**config.mk**
```make
export PLATFORM = sky130hd
export DESIGN_NAME = secded_serial_rx
export DESIGN_NICKNAME = d
export VERILOG_FILES = /design/src/rtl/secded_serial_rx.sv
export SDC_FILE = /design/constraint.sdc
export NUM_CORES = 1
export LEC_CHECK = 0
export CORE_UTILIZATION = 35
export CTS_CLUSTER_DIAMETER = 30
export DETAILED_ROUTE_END_ITERATION = 10
export GPL_TIMING_DRIVEN = 1
export PLACE_DENSITY = 0.62
export SYNTH_ARGS = -nofsm -noshare
export SYNTH_HDL_FRONTEND = slang
export SYNTH_SLANG_ARGS = --single-unit
```
**constraint.sdc**
```tcl
create_clock -name clk -period 2.4 [get_ports clk]
set_input_delay 0.24 -clock clk [delete_from_list [all_inputs] [get_ports clk]]
set_output_delay 0.24 -clock clk [all_outputs]
set_load 0.005 [all_outputs]
```
**src/rtl/secded_serial_rx.sv**
```systemverilog
// secded_serial_rx
//   Receive end of the SECDED serial link. Bits of an 8-bit codeword arrive
//   one per qualified cycle, bit0 first. Codeword layout: Hamming(7,4) in bits 6..0
//   (positions 1..7 = p1,p2,d1,p3,d2,d3,d4), overall even parity in bit7.
//   After the last bit, one DECODE cycle classifies and corrects the word. The
//   result is then loaded into a single-entry output register that has a
//   valid/ready handshake. Saturating counters track errors and dropped words.
//
// Ports
//   clk, rst_n        rising-edge clock, asynchronous active-low reset
//   i_sframe          frame envelope, high for the whole codeword
//   i_sbit_vld        qualifies i_sdata
//   i_sdata           serial codeword bit
//   o_data            corrected data {d4,d3,d2,d1}
//   o_syndrome        Hamming syndrome of the received word
//   o_1bit_err        single error, corrected
//   o_2bit_err        double error, data passed through uncorrected
//   o_par_err         only the overall parity bit was wrong
//   o_valid, i_ready  output handshake
//   o_frame_err       pulse: frame ended before 8 bits
//   o_overflow        pulse: decoded word dropped because the output was full
//   i_clr_cnt         synchronous clear of all counters
//   o_cnt_1bit/2bit/drop  saturating statistics
module secded_serial_rx #(
  parameter int CNT_W = 8
) (
  input  logic             clk,
  input  logic             rst_n,
  input  logic             i_sframe,
  input  logic             i_sbit_vld,
  input  logic             i_sdata,
  output logic [3:0]       o_data,
  output logic [2:0]       o_syndrome,
  output logic             o_1bit_err,
  output logic             o_2bit_err,
  output logic             o_par_err,
  output logic             o_valid,
  input  logic             i_ready,
  output logic             o_frame_err,
  output logic             o_overflow,
  input  logic             i_clr_cnt,
  output logic [CNT_W-1:0] o_cnt_1bit,
  output logic [CNT_W-1:0] o_cnt_2bit,
  output logic [CNT_W-1:0] o_cnt_drop
);

  localparam logic [CNT_W-1:0] CNT_MAX = '1;
  localparam logic [CNT_W-1:0] CNT_ONE = CNT_W'(1);

  typedef enum logic [1:0] {
    ST_IDLE   = 2'd0,
    ST_SHIFT  = 2'd1,
    ST_DECODE = 2'd2
  } state_t;

  state_t      state_q, state_d;
  logic [7:0]  word_q, word_d;
  logic [2:0]  bitcnt_q, bitcnt_d;
  logic        need_low_q, need_low_d;

  logic        start_ok;
  logic        cap_first, cap_bit, abort_w, load_w, last_bit;

  logic [2:0]  syn;
  logic        pm, err_sgl, err_dbl, err_par;
  logic [3:0]  data_fix;

  logic        accept, ovf_d, do_load;
  logic [3:0]  data_q;
  logic [2:0]  syn_q;
  logic        e1_q, e2_q, ep_q, valid_q, ferr_q, ovf_q;
  logic [CNT_W-1:0] cnt_q [3];
  logic [2:0]  cnt_inc;

  // A frame may only start once i_sframe has been seen low after the previous
  // frame's bit7, so an envelope held high past bit7 cannot alias a new frame.
  assign start_ok = i_sframe & i_sbit_vld & ~need_low_q;

  // ---------------- FSM: state register ----------------
  always_ff @(posedge clk or negedge rst_n) begin
    if (!rst_n) state_q <= ST_IDLE;
    else        state_q <= state_d;
  end

  // ---------------- FSM: next state ----------------
  always_comb begin
    state_d = state_q;
    unique case (state_q)
      ST_IDLE:   if (start_ok) state_d = ST_SHIFT;
      ST_SHIFT: begin
        if (!i_sframe)                              state_d = ST_IDLE;
        else if (i_sbit_vld && bitcnt_q == 3'd7)    state_d = ST_DECODE;
      end
      ST_DECODE: state_d = start_ok ? ST_SHIFT : ST_IDLE;
      default:   state_d = ST_IDLE;
    endcase
  end

  // ---------------- FSM: outputs (control strobes) ----------------
  always_comb begin
    cap_first = 1'b0;
    cap_bit   = 1'b0;
    abort_w   = 1'b0;
    load_w    = 1'b0;
    case (state_q)
      ST_IDLE:   cap_first = start_ok;
      ST_SHIFT: begin
        abort_w = ~i_sframe;
        cap_bit = i_sframe & i_sbit_vld;
      end
      ST_DECODE: begin
        load_w    = 1'b1;
        cap_first = start_ok;
      end
      default: ;
    endcase
  end

  assign last_bit = cap_bit & (bitcnt_q == 3'd7);

  // ---------------- deserialiser ----------------
  always_comb begin
    word_d     = word_q;
    bitcnt_d   = bitcnt_q;
    need_low_d = need_low_q;
    if (cap_first) begin
      word_d[0] = i_sdata;
      bitcnt_d  = 3'd1;
    end else if (cap_bit) begin
      word_d[bitcnt_q] = i_sdata;
      bitcnt_d         = bitcnt_q + 3'd1;   // wraps to 0 after bit7
    end else if (abort_w) begin
      bitcnt_d = 3'd0;
    end
    if (!i_sframe) need_low_d = 1'b0;
    if (last_bit)  need_low_d = 1'b1;
  end

  always_ff @(posedge clk or negedge rst_n) begin
    if (!rst_n) begin
      word_q     <= '0;
      bitcnt_q   <= '0;
      need_low_q <= 1'b0;
    end else begin
      word_q     <= word_d;
      bitcnt_q   <= bitcnt_d;
      need_low_q <= need_low_d;
    end
  end

  // ---------------- decoder (valid during DECODE) ----------------
  assign syn[0]  = word_q[0] ^ word_q[2] ^ word_q[4] ^ word_q[6];
  assign syn[1]  = word_q[1] ^ word_q[2] ^ word_q[5] ^ word_q[6];
  assign syn[2]  = word_q[3] ^ word_q[4] ^ word_q[5] ^ word_q[6];
  assign pm      = ^word_q;
  assign err_sgl = (syn != 3'd0) &  pm;
  assign err_dbl = (syn != 3'd0) & ~pm;
  assign err_par = (syn == 3'd0) &  pm;

  // Data bits sit at Hamming positions 3,5,6,7; each is flipped only when a
  // single error points exactly at it.
  for (genvar gi = 0; gi < 4; gi++) begin : g_fix
    localparam int POS = (gi == 0) ? 3 : (gi == 1) ? 5 : (gi == 2) ? 6 : 7;
    assign data_fix[gi] = word_q[POS-1] ^ (err_sgl & (syn == 3'(POS)));
  end

  // ---------------- output register / handshake ----------------
  assign accept  = valid_q & i_ready;
  assign ovf_d   = load_w & valid_q & ~i_ready;
  assign do_load = load_w & ~ovf_d;

  always_ff @(posedge clk or negedge rst_n) begin
    if (!rst_n) begin
      data_q  <= '0;
      syn_q   <= '0;
      e1_q    <= 1'b0;
      e2_q    <= 1'b0;
      ep_q    <= 1'b0;
      valid_q <= 1'b0;
      ferr_q  <= 1'b0;
      ovf_q   <= 1'b0;
    end else begin
      if (do_load) begin
        data_q  <= data_fix;
        syn_q   <= syn;
        e1_q    <= err_sgl;
        e2_q    <= err_dbl;
        ep_q    <= err_par;
        valid_q <= 1'b1;
      end else if (accept) begin
        valid_q <= 1'b0;
      end
      ferr_q <= abort_w;
      ovf_q  <= ovf_d;
    end
  end

  // ---------------- saturating counters: [0]=1bit [1]=2bit [2]=drop ----------------
  assign cnt_inc = {abort_w | ovf_d, do_load & err_dbl, do_load & err_sgl};

  always_ff @(posedge clk or negedge rst_n) begin
    if (!rst_n) begin
      for (int i = 0; i < 3; i++) cnt_q[i] <= '0;
    end else begin
      for (int i = 0; i < 3; i++) begin
        if (i_clr_cnt)                            cnt_q[i] <= '0;
        else if (cnt_inc[i] && cnt_q[i] != CNT_MAX) cnt_q[i] <= cnt_q[i] + CNT_ONE;
      end
    end
  end

  assign o_data      = data_q;
  assign o_syndrome  = syn_q;
  assign o_1bit_err  = e1_q;
  assign o_2bit_err  = e2_q;
  assign o_par_err   = ep_q;
  assign o_valid     = valid_q;
  assign o_frame_err = ferr_q;
  assign o_overflow  = ovf_q;
  assign o_cnt_1bit  = cnt_q[0];
  assign o_cnt_2bit  = cnt_q[1];
  assign o_cnt_drop  = cnt_q[2];

endmodule

```
Yosys cells after proc, flatten, opt, wreduce, memory -nomap -nowiden

Cells that the tools add are included.

Input port bits: 7
Output and inout port bits: 37
Logic and storage cells: 116
Register bits: 51

Bitwise logic cells: 36
Mux-type cells: 27
Add/sub/neg operators: 4
Equal/unequal tests: 13
Order comparisons: 2
Reduce and logical (&&, ||, !) cells: 18

Operators by type and width:

| kind                                                                          | count |
|---|---|
| 8-bit 2-to-1 mux                                                              | 6 |
| 8-bit by 1-bit adder with 8-bit output (second input constant)                | 3 |
| 8-bit inequality test (second input constant)                                 | 3 |
| 1-bit AND                                                                     | 16 |
| 1-bit bitwise XOR                                                             | 13 |
| 3-bit equality test (second input constant)                                   | 4 |
| 1-bit 2-to-1 mux                                                              | 12 |
| 2-bit nonzero test                                                            | 5 |
| 3-bit 2-to-1 mux                                                              | 3 |
| 8-bit bitwise mux                                                             | 1 |
| 8-bit parity                                                                  | 1 |
| 2-bit 2-to-1 mux                                                              | 3 |
| 1-bit NOT                                                                     | 6 |
| 2-bit one-hot mux with 3 select lines                                         | 1 |
| 3-bit nonzero test                                                            | 2 |
| 1-bit logical AND                                                             | 5 |
| 3-bit by 4-bit less-than comparator with 1-bit output (second input constant) | 1 |
| 2-bit AND reduction                                                           | 2 |
| 3-bit by 1-bit adder with 3-bit output (second input constant)                | 1 |
| 1-bit demux with 3-bit select                                                 | 1 |
| 3-bit by 2-bit equality test with 1-bit output (second input constant)        | 1 |
| 3-bit by 1-bit >= comparator with 1-bit output (second input constant)        | 1 |
| 3-bit zero test                                                               | 1 |
| 3-bit inequality test (second input constant)                                 | 1 |
| 7 further kinds                                                               | 7 |

Depth between registers and ports, before layout

Gate-level depths: netlist of run 1.

Depth in word-level cells: 10
Gate-level depth with buffers: 6
Depth with buffers taken out: 6

Worst setup path before layout of run 1

No wires, ideal clock.

Path type: register -> register
Start: register word_q[6]
End: register cnt_q, in the netlist o_cnt_1bit[7]
Data arrival time: 1.910 ns
Clock period less this slack: 2.035 ns
Required time: 2.275 ns
Buffers on the path: 0
Slack: 0.365 ns
Setup time: 0.125 ns
Cell stages (with the launch flop): 6
Path through: dfrtp_1 -> xnor2_2 -> or3_1 -> nand4_4 -> a2111oi_2 -> mux2_2

Word-level cells in the longest chain between the ends: 6
Elaborated cells on any way between the ends: 9
Classes of those cells: 5 x bitwise; 4 x reduce/logical

RTL lines:

| element                               | RTL line      | source |
|---|---|---|
| start: declaration                    | 57            | `logic [7:0] word_q, word_d;` |
| start signal: assignment              | 145           | `word_q <= word_d;` |
| 1-bit bitwise XOR (on tied branches)  | 152, 153, 154 |  |
| 3-bit nonzero test                    | 156           | `assign err_sgl = (syn != 3'd0) & pm;` |
| 1-bit AND *                           | 156           |  |
| 1-bit AND *                           | 199           | `assign cnt_inc = {abort_w \| ovf_d, do_load & err_dbl, do_load & err_sgl};` |
| 1-bit logical AND *                   | 207           | `else if (cnt_inc[i] && cnt_q[i] != CNT_MAX) cnt_q[i] <= cnt_q[i] + CNT_ONE;` |
| 2-bit nonzero test (no source line) * | -             |  |
| end signal: indexed assignment        | 206           | `if (i_clr_cnt) cnt_q[i] <= '0;` |
| end: declaration                      | 72            | `logic [CNT_W-1:0] cnt_q [3];` |

Mark *: on every way between the ends. The rest lies on a longest branch, timed or not.
A chain may end at the register's enable or synchronous reset.

Worst setup path in the final report of run 1

Start: register word_q[2]
End: register cnt_q, in the netlist o_cnt_1bit[6]

Word-level cells in the longest chain between the ends: 8
Elaborated cells on any way between the ends: 12
Classes of those cells: 8 x bitwise; 4 x reduce/logical

RTL lines:

| element                                            | RTL line |
|---|---|
| 1-bit bitwise XOR (on tied branches) (3 in series) | 152, 153 |
| 3-bit nonzero test                                 | 156 |
| 1-bit AND *                                        | 156 |
| 1-bit AND *                                        | 199 |
| 1-bit logical AND *                                | 207 |
| 2-bit nonzero test (no source line) *              | - |

Marked as above.

==> impl_metrics.csv, run 1 <==
group,metric,value,unit
synthesis,syn_nets,279,
clocking,root_buffer,"clkbuf_8",
placement,portBuffers,43,
critical_path,worst-setup-path-type,"reg2reg",
critical_path,r2r_slack,0.17,ns
sta,period_needed,2.23,ns
detailed_routing,ant_nets,0,
sta,drv_slew,0,
worst_hold_path,hp-class,"in2async",
die,die_width,91.8,um
critical_path,cp.required,2.60,ns
sta,clock_skew,0.0128,ns
synthesis,synthCells,267,
global_routing,grt_max_degree,41,
sta,fin_setup_tns,0,ns
layout,seqCellArea,0.00128,mm^2
detailed_routing,wl_per_cell,13.5,um
die,initial_core_util,0.364,
synthesis,synthFlopType,"dfrtp_1",
die,dieHeight,91.8,um
pwr,p_sw_frac,0.300,
synthesis,synth_edf_count,0,
sta,hold_viol_final,0,
sta,worst_slack,0.172,ns
pwr,power.density,572,mW/mm^2
synthesis,synthArstFlopShare,1.00,
synthesis,syn_area,0.00282,mm^2
pwr,p_seq_frac,0.457,
global_routing,gr-total-overflow,0,
die,rows,32,
synthesis,synth_area_leader_cell,"dfrtp_1",
layout,nNetsFinal,330,
global_routing,antenna_found_initial,0,
clocking,clk_pin_slew,0.10,ns
sta,relSlewSlack,0.489,
pwr,internal-power,1.42,mW
pwr,power_leakage,1.42,nW
global_routing,grt_util_all_layers,0.148,
global_routing,grt_pass1_wl,9.89,mm
pwr,clkPwrFrac,0.306,
placement,dp_slack,0.0870,ns
pwr,p_comb_frac,0.237,
outcome,status,"finished clean",
sta,worstMarginPinSlew,0.758,ns
layout,mostFrequentLayoutCells,"dfrtp_1 (51), clkdlybuf4s50_1 (42), nor2_1 (33)",
sta,rsz0062_at_grt,"no",
pwr,p_switching,0.608,mW
critical_path,reg2reg_depth,5,
detailed_routing,vias,2094,
layout,num_antenna_cells,0,
pwr,ir_worst_vdd,322,uV
critical_path,timing.critical_path.fanout_max,9,
clocking,clkLatencyLatePin,0.31,ns
critical_path,max_stage_delay,0.45,ns
layout,layout_commonest_cell,"dfrtp_1",
critical_path,crit_chain,"xnor2_1, xnor2_2, nand4_4, a2111oi_2, mux2_2",
layout,drive_above_1_share,0.157,
synthesis,synth_cell_type_count,42,
synthesis,synth-seq-area-share,0.452,
clocking,cts_setup_buffers,0,
placement,gp_congestion,0.767,
global_routing,grt_pass1_vias,1997,
placement,dpl.hpwl,4.21,mm
clocking,cts_tree,"yes",
layout,utilization,0.456,
critical_path,arrival,2.43,ns
clocking,cts_buffers,5,
detailed_routing,drc,0,
detailed_routing,drtIter0Drc,74,
synthesis,synth_area_leaders,"dfrtp_1 (45%), mux2_2 (8.4%), nor2_1 (4.4%), nor2b_1 (3.5%), a21oi_1 (3.4%)",
detailed_routing,wl,5.70,mm
layout,nFillCells,746,
synthesis,avgSynthCellArea,10.6,um^2
critical_path,cp-start-kind,"flip-flop",
synthesis,ys_ff_latch,51,
synthesis,yosysWarnings,0,
critical_path,slowest_stage,"dfrtp_1",
layout,multiInputGateArea,0.00151,mm^2
layout,areaGrowthSynthToFinish,25.5,%
die,core_area,0.00777,mm^2
die,die_area,0.00843,mm^2
clocking,htreeDepth,2,
sta,max_freq,0.449,GHz
clocking,clock_sinks,51,
detailed_routing,via_per_inst,4.97,
synthesis,synth.top_cell.area_share,0.452,
clocking,clk_path_buf_depth,2,
critical_path,cp-end-kind,"flip-flop",
sta,setup_viol_count_final,0,
flow_run,cap_violations,0,
die,io_pins,44,
detailed_routing,dr.pass1.iters,4,
sta,period_share,0.928,
[metal layers]
metal	up-vias	GRT usage	share of wire
li1	1059	-	-
met1	1002	0.212	0.50
met2	27	0.224	0.46
met3	6	0.0307	0.025
met4	0	0.0469	0.011
met5	-	0	0
[final timing paths]
check,to,start
hold / removal,state_q[0]$_DFFE_PN0P_,rst_n
min in group clk,need_low_q$_DFFE_PN0P_,need_low_q$_DFFE_PN0P_
setup reg to reg,o_cnt_1bit[6]$_DFFE_PN0P_,word_q[2]$_DFFE_PN0P_
hold reg to reg,need_low_q$_DFFE_PN0P_,need_low_q$_DFFE_PN0P_
setup / recovery,o_cnt_1bit[6]$_DFFE_PN0P_,word_q[2]$_DFFE_PN0P_
max in group asynchronous,o_cnt_drop[1]$_DFFE_PN0P_,rst_n
[metrics by stage]
step,instances,power [mW],hold WS (ns),cell area (um^2)
global placement,412,1.42,0.282,3410
detailed placement,412,1.42,0.281,3410
CTS,421,2.06,0.482,3540
finish,421,2.03,0.467,3540
global route,421,2.14,0.516,3540
floorplan,267,1.31,-0.0556,2820
[kinds of logic (layout without fill, tap and decap cells)]
| kind of cell | count (synthesis) | after routing | share of synthesized area |
|---|---|---|---|
| adders and majority gates | 5 | 5 | 0.0222 |
| DFF | 51 | 51 | 0.452 |
| buffers and inverters | 9 | 61 | 0.0155 |
| and+or+nand+nor | 115 | 115 | 0.219 |
| AOI/OAI and AO/OA | 40 | 40 | 0.107 |
| xor gates and xnor gates | 22 | 22 | 0.0855 |
| muxes | 25 | 25 | 0.0984 |
[registers in the layout, indices dropped and copies added, names as in the netlist, 2 cells and up]
signal and flops:
o_cnt_drop 8, o_data 4, o_syndrome 3, o_cnt_1bit 8
bitcnt_q 3, word_q 8, o_cnt_2bit 8, state_q 2
[critical path: cells and delay by family (launching register included)]
family	cells	cell delay [ns]
compound gates	1	0.42
flops	1	0.45
mux	1	0.37
xor+xnor	2	0.63
simple gates	1	0.25
[synth_stat cells (all sizes together) (8+ instances only)]
cell	instances
dfrtp	51
nor2	33
nand2b	8
nand4	14
xor2	8
nand3	10
mux2	22
nand2	13
nor2b	16
xnor2	14
a21oi	19
[layout make-up]
cell class,instances,share of cell area
repair buffers,53,0.145
well taps,102,0.0360
multi-input cells,207,0.425
clock buffers,6,0.0233
flip-flops and latches,51,0.360
clock inverters,2,0.00989
[repair_timing]
item,4_1_cts,5_1_grt
hold buffers,1,0
gates resized for setup,0,1
endpoints found under the setup margin,0,3
hold endpoints to repair,23,0
[power by group through the flow]
stage	combinational, mW	sequential (mW)	clock, mW
2_1_floorplan	0.368	0.937	0
3_3_place_gp	0.473	0.943	0
3_5_place_dp	0.479	0.945	0
4_1_cts	0.483	0.928	0.647
5_1_grt	0.532	0.934	0.672
6_report	0.480	0.927	0.620
Power figures use the tool's default switching activity.
==> run 2, diff against run 1 <==
--- a/config.mk
+++ b/config.mk
@@ -5,10 +5,12 @@
 export SDC_FILE = /design/constraint.sdc
 export NUM_CORES = 1
 export LEC_CHECK = 0
+export CORE_MARGIN = 5
 export CORE_UTILIZATION = 35
 export CTS_CLUSTER_DIAMETER = 30
 export DETAILED_ROUTE_END_ITERATION = 10
 export GPL_TIMING_DRIVEN = 1
+export MAX_ROUTING_LAYER = met4
 export PLACE_DENSITY = 0.62
 export SYNTH_ARGS = -nofsm -noshare
 export SYNTH_HDL_FRONTEND = slang
==> impl_metrics.csv, run 2 (synthesis results as in run 1) <==
group,metric,value,unit
sta,drv_slew,0,
clocking,root_buffer,"clkbuf_8",
sta,hold_viol_final,0,
sta,worst_slack,0.188,ns
die,rows,32,
critical_path,reg2reg_from,"word_q[6]$_DFFE_PN0P_",
layout,layout_commonest_cell,"dfrtp_1",
critical_path,cp.required,2.58,ns
die,core_area,0.00781,mm^2
sta,clock_skew,0.00592,ns
detailed_routing,drc,0,
detailed_routing,met3WireLength,207,um
die,die_width,99.8,um
sta,setup_viol_count_final,0,
layout,mostFrequentLayoutCells,"dfrtp_1 (51), clkdlybuf4s50_1 (42), nor2_1 (33)",
placement,dpl.hpwl,4.39,mm
placement,dp.cells,410,
clocking,clk_path_buf_depth,2,
critical_path,cp-start-kind,"flip-flop",
critical_path,r2r-end,"o_cnt_1bit[7]$_DFFE_PN0P_",
detailed_routing,via_per_inst,5.04,
detailed_routing,ant_nets,0,
detailed_routing,wl_per_cell,13.9,um
layout,num_antenna_cells,0,
clocking,clkLatencyLatePin,0.30,ns
flow_run,cap_violations,0,
pwr,power.density,534,mW/mm^2
layout,utilization,0.446,
worst_hold_path,hp-class,"in2async",
pwr,ir_worst_vdd,259,uV
pwr,totalPowerFinal,1.86,mW
critical_path,reg2reg_depth,5,
global_routing,grt_util_all_layers,0.126,
global_routing,antenna_found_initial,0,
global_routing,gr-total-overflow,0,
critical_path,cp-end-kind,"flip-flop",
clocking,htreeDepth,2,
layout,multiInputGateArea,0.00151,mm^2
pwr,p_sw_frac,0.316,
sta,rsz0062_at_grt,"no",
detailed_routing,top_layer,"met4",
placement,portBuffers,43,
layout,nFillCells,761,
global_routing,grt_pass1_wl,10.0,mm
die,initial_core_util,0.362,
detailed_routing,dr.pass1.iters,4,
critical_path,startpoint,"word_q[6]$_DFFE_PN0P_",
sta,relSlewSlack,0.552,
detailed_routing,met2_length,2.83,mm
pwr,p_seq_frac,0.499,
global_routing,grt_pass1_vias,2103,
clocking,clock_sinks,51,
placement,dp_slack,0.147,ns
pwr,internal-power,1.27,mW
die,die_area,0.00997,mm^2
detailed_routing,vias,2101,
die,io_pins,44,
clocking,cts_tree,"yes",
clocking,clk_pin_slew,0.08,ns
critical_path,worst-setup-path-type,"reg2reg",
pwr,p_comb_frac,0.254,
critical_path,timing.critical_path.fanout_max,8,
layout,finalNonFillerCells,417,
die,dieHeight,99.8,um
layout,seqCellArea,0.00128,mm^2
layout,drive_above_1_share,0.143,
detailed_routing,wl_met1,2.72,mm
clocking,cts_buffers,5,
detailed_routing,drtIter0Drc,109,
global_routing,grt_max_degree,41,
critical_path,r2r_slack,0.19,ns
placement,gp_congestion,0.799,
detailed_routing,wl,5.79,mm
layout,nNetsFinal,328,
critical_path,arrival,2.39,ns
sta,fin_setup_tns,0,ns
pwr,clkPwrFrac,0.246,
sta,max_freq,0.452,GHz
sta,period_share,0.922,
sta,worstMarginPinSlew,0.666,ns
pwr,p_switching,0.588,mW
layout,areaGrowthSynthToFinish,23.3,%
outcome,status,"finished clean",
pwr,power_leakage,1.39,nW
sta,period_needed,2.21,ns
run 2: cell type report:
cell class / instances / share of cell area
sequential: 51 / 0.366
multi-input combinational: 207 / 0.432
tap: 102 / 0.0366
clock buffer: 6 / 0.0208
timing repair buffer: 51 / 0.144
run 2: worst max-delay path by stage:
stage | endpoint | cells after the start
after floorplan | o_cnt_1bit[7]$_DFFE_PN0P_ | 5
after global placement | o_cnt_2bit[7]$_DFFE_PN0P_ | 5
after detailed placement | o_cnt_2bit[7]$_DFFE_PN0P_ | 5
after CTS | o_cnt_2bit[7]$_DFFE_PN0P_ | 5
after global routing | o_cnt_1bit[7]$_DFFE_PN0P_ | 5
final | o_cnt_1bit[7]$_DFFE_PN0P_ | 5
run 2: per-layer routing:
| metal | up-vias | global-route usage |
|---|---|---|
| li1 | 1050 | - |
| met1 | 1017 | 0.163 |
| met2 | 29 | 0.201 |
| met3 | 5 | 0.0285 |
| met4 | 0 | 0.0284 |
| met5 | - | - |
run 2: per-stage QoR:
step / hold slack, ns / area [um^2]
final: 0.450 / 3480
after floorplan: -0.0556 / 2820
after global placement: 0.262 / 3400
after detailed placement: 0.255 / 3400
after CTS: 0.462 / 3480
after global routing: 0.510 / 3480
run 2: worst max-delay path, stage by stage (launching register included):
cell,delay (ns)
dfrtp_1,0.49
xnor2_2,0.40
or3_1,0.23
nand4_4,0.18
a2111oi_2,0.42
mux2_2,0.37
run 2: power groups by stage:
stage               clock network (mW)  registers, mW  logic, mW
floorplan                            0          0.937      0.368
global placement                     0          0.944      0.462
detailed placement                   0          0.947      0.472
CTS                              0.476          0.929      0.474
global route                     0.523          0.934      0.517
finish                           0.458          0.929      0.473
run 2: what timing repair did:
action	CTS	global route
hold buffers	1	0
buffers inserted	0	0
setup endpoints to repair	0	2
endpoints found under the hold margin	21	0
resized for setup	0	1
==> run 3, diff against run 2 <==
--- a/config.mk
+++ b/config.mk
@@ -8,6 +8,7 @@
 export CORE_MARGIN = 5
 export CORE_UTILIZATION = 35
 export CTS_CLUSTER_DIAMETER = 30
+export CTS_CLUSTER_SIZE = 10
 export DETAILED_ROUTE_END_ITERATION = 10
 export GPL_TIMING_DRIVEN = 1
 export MAX_ROUTING_LAYER = met4
==> results of run 3 <==
The final DEF is identical to that of run 2; final timing and power are the same.
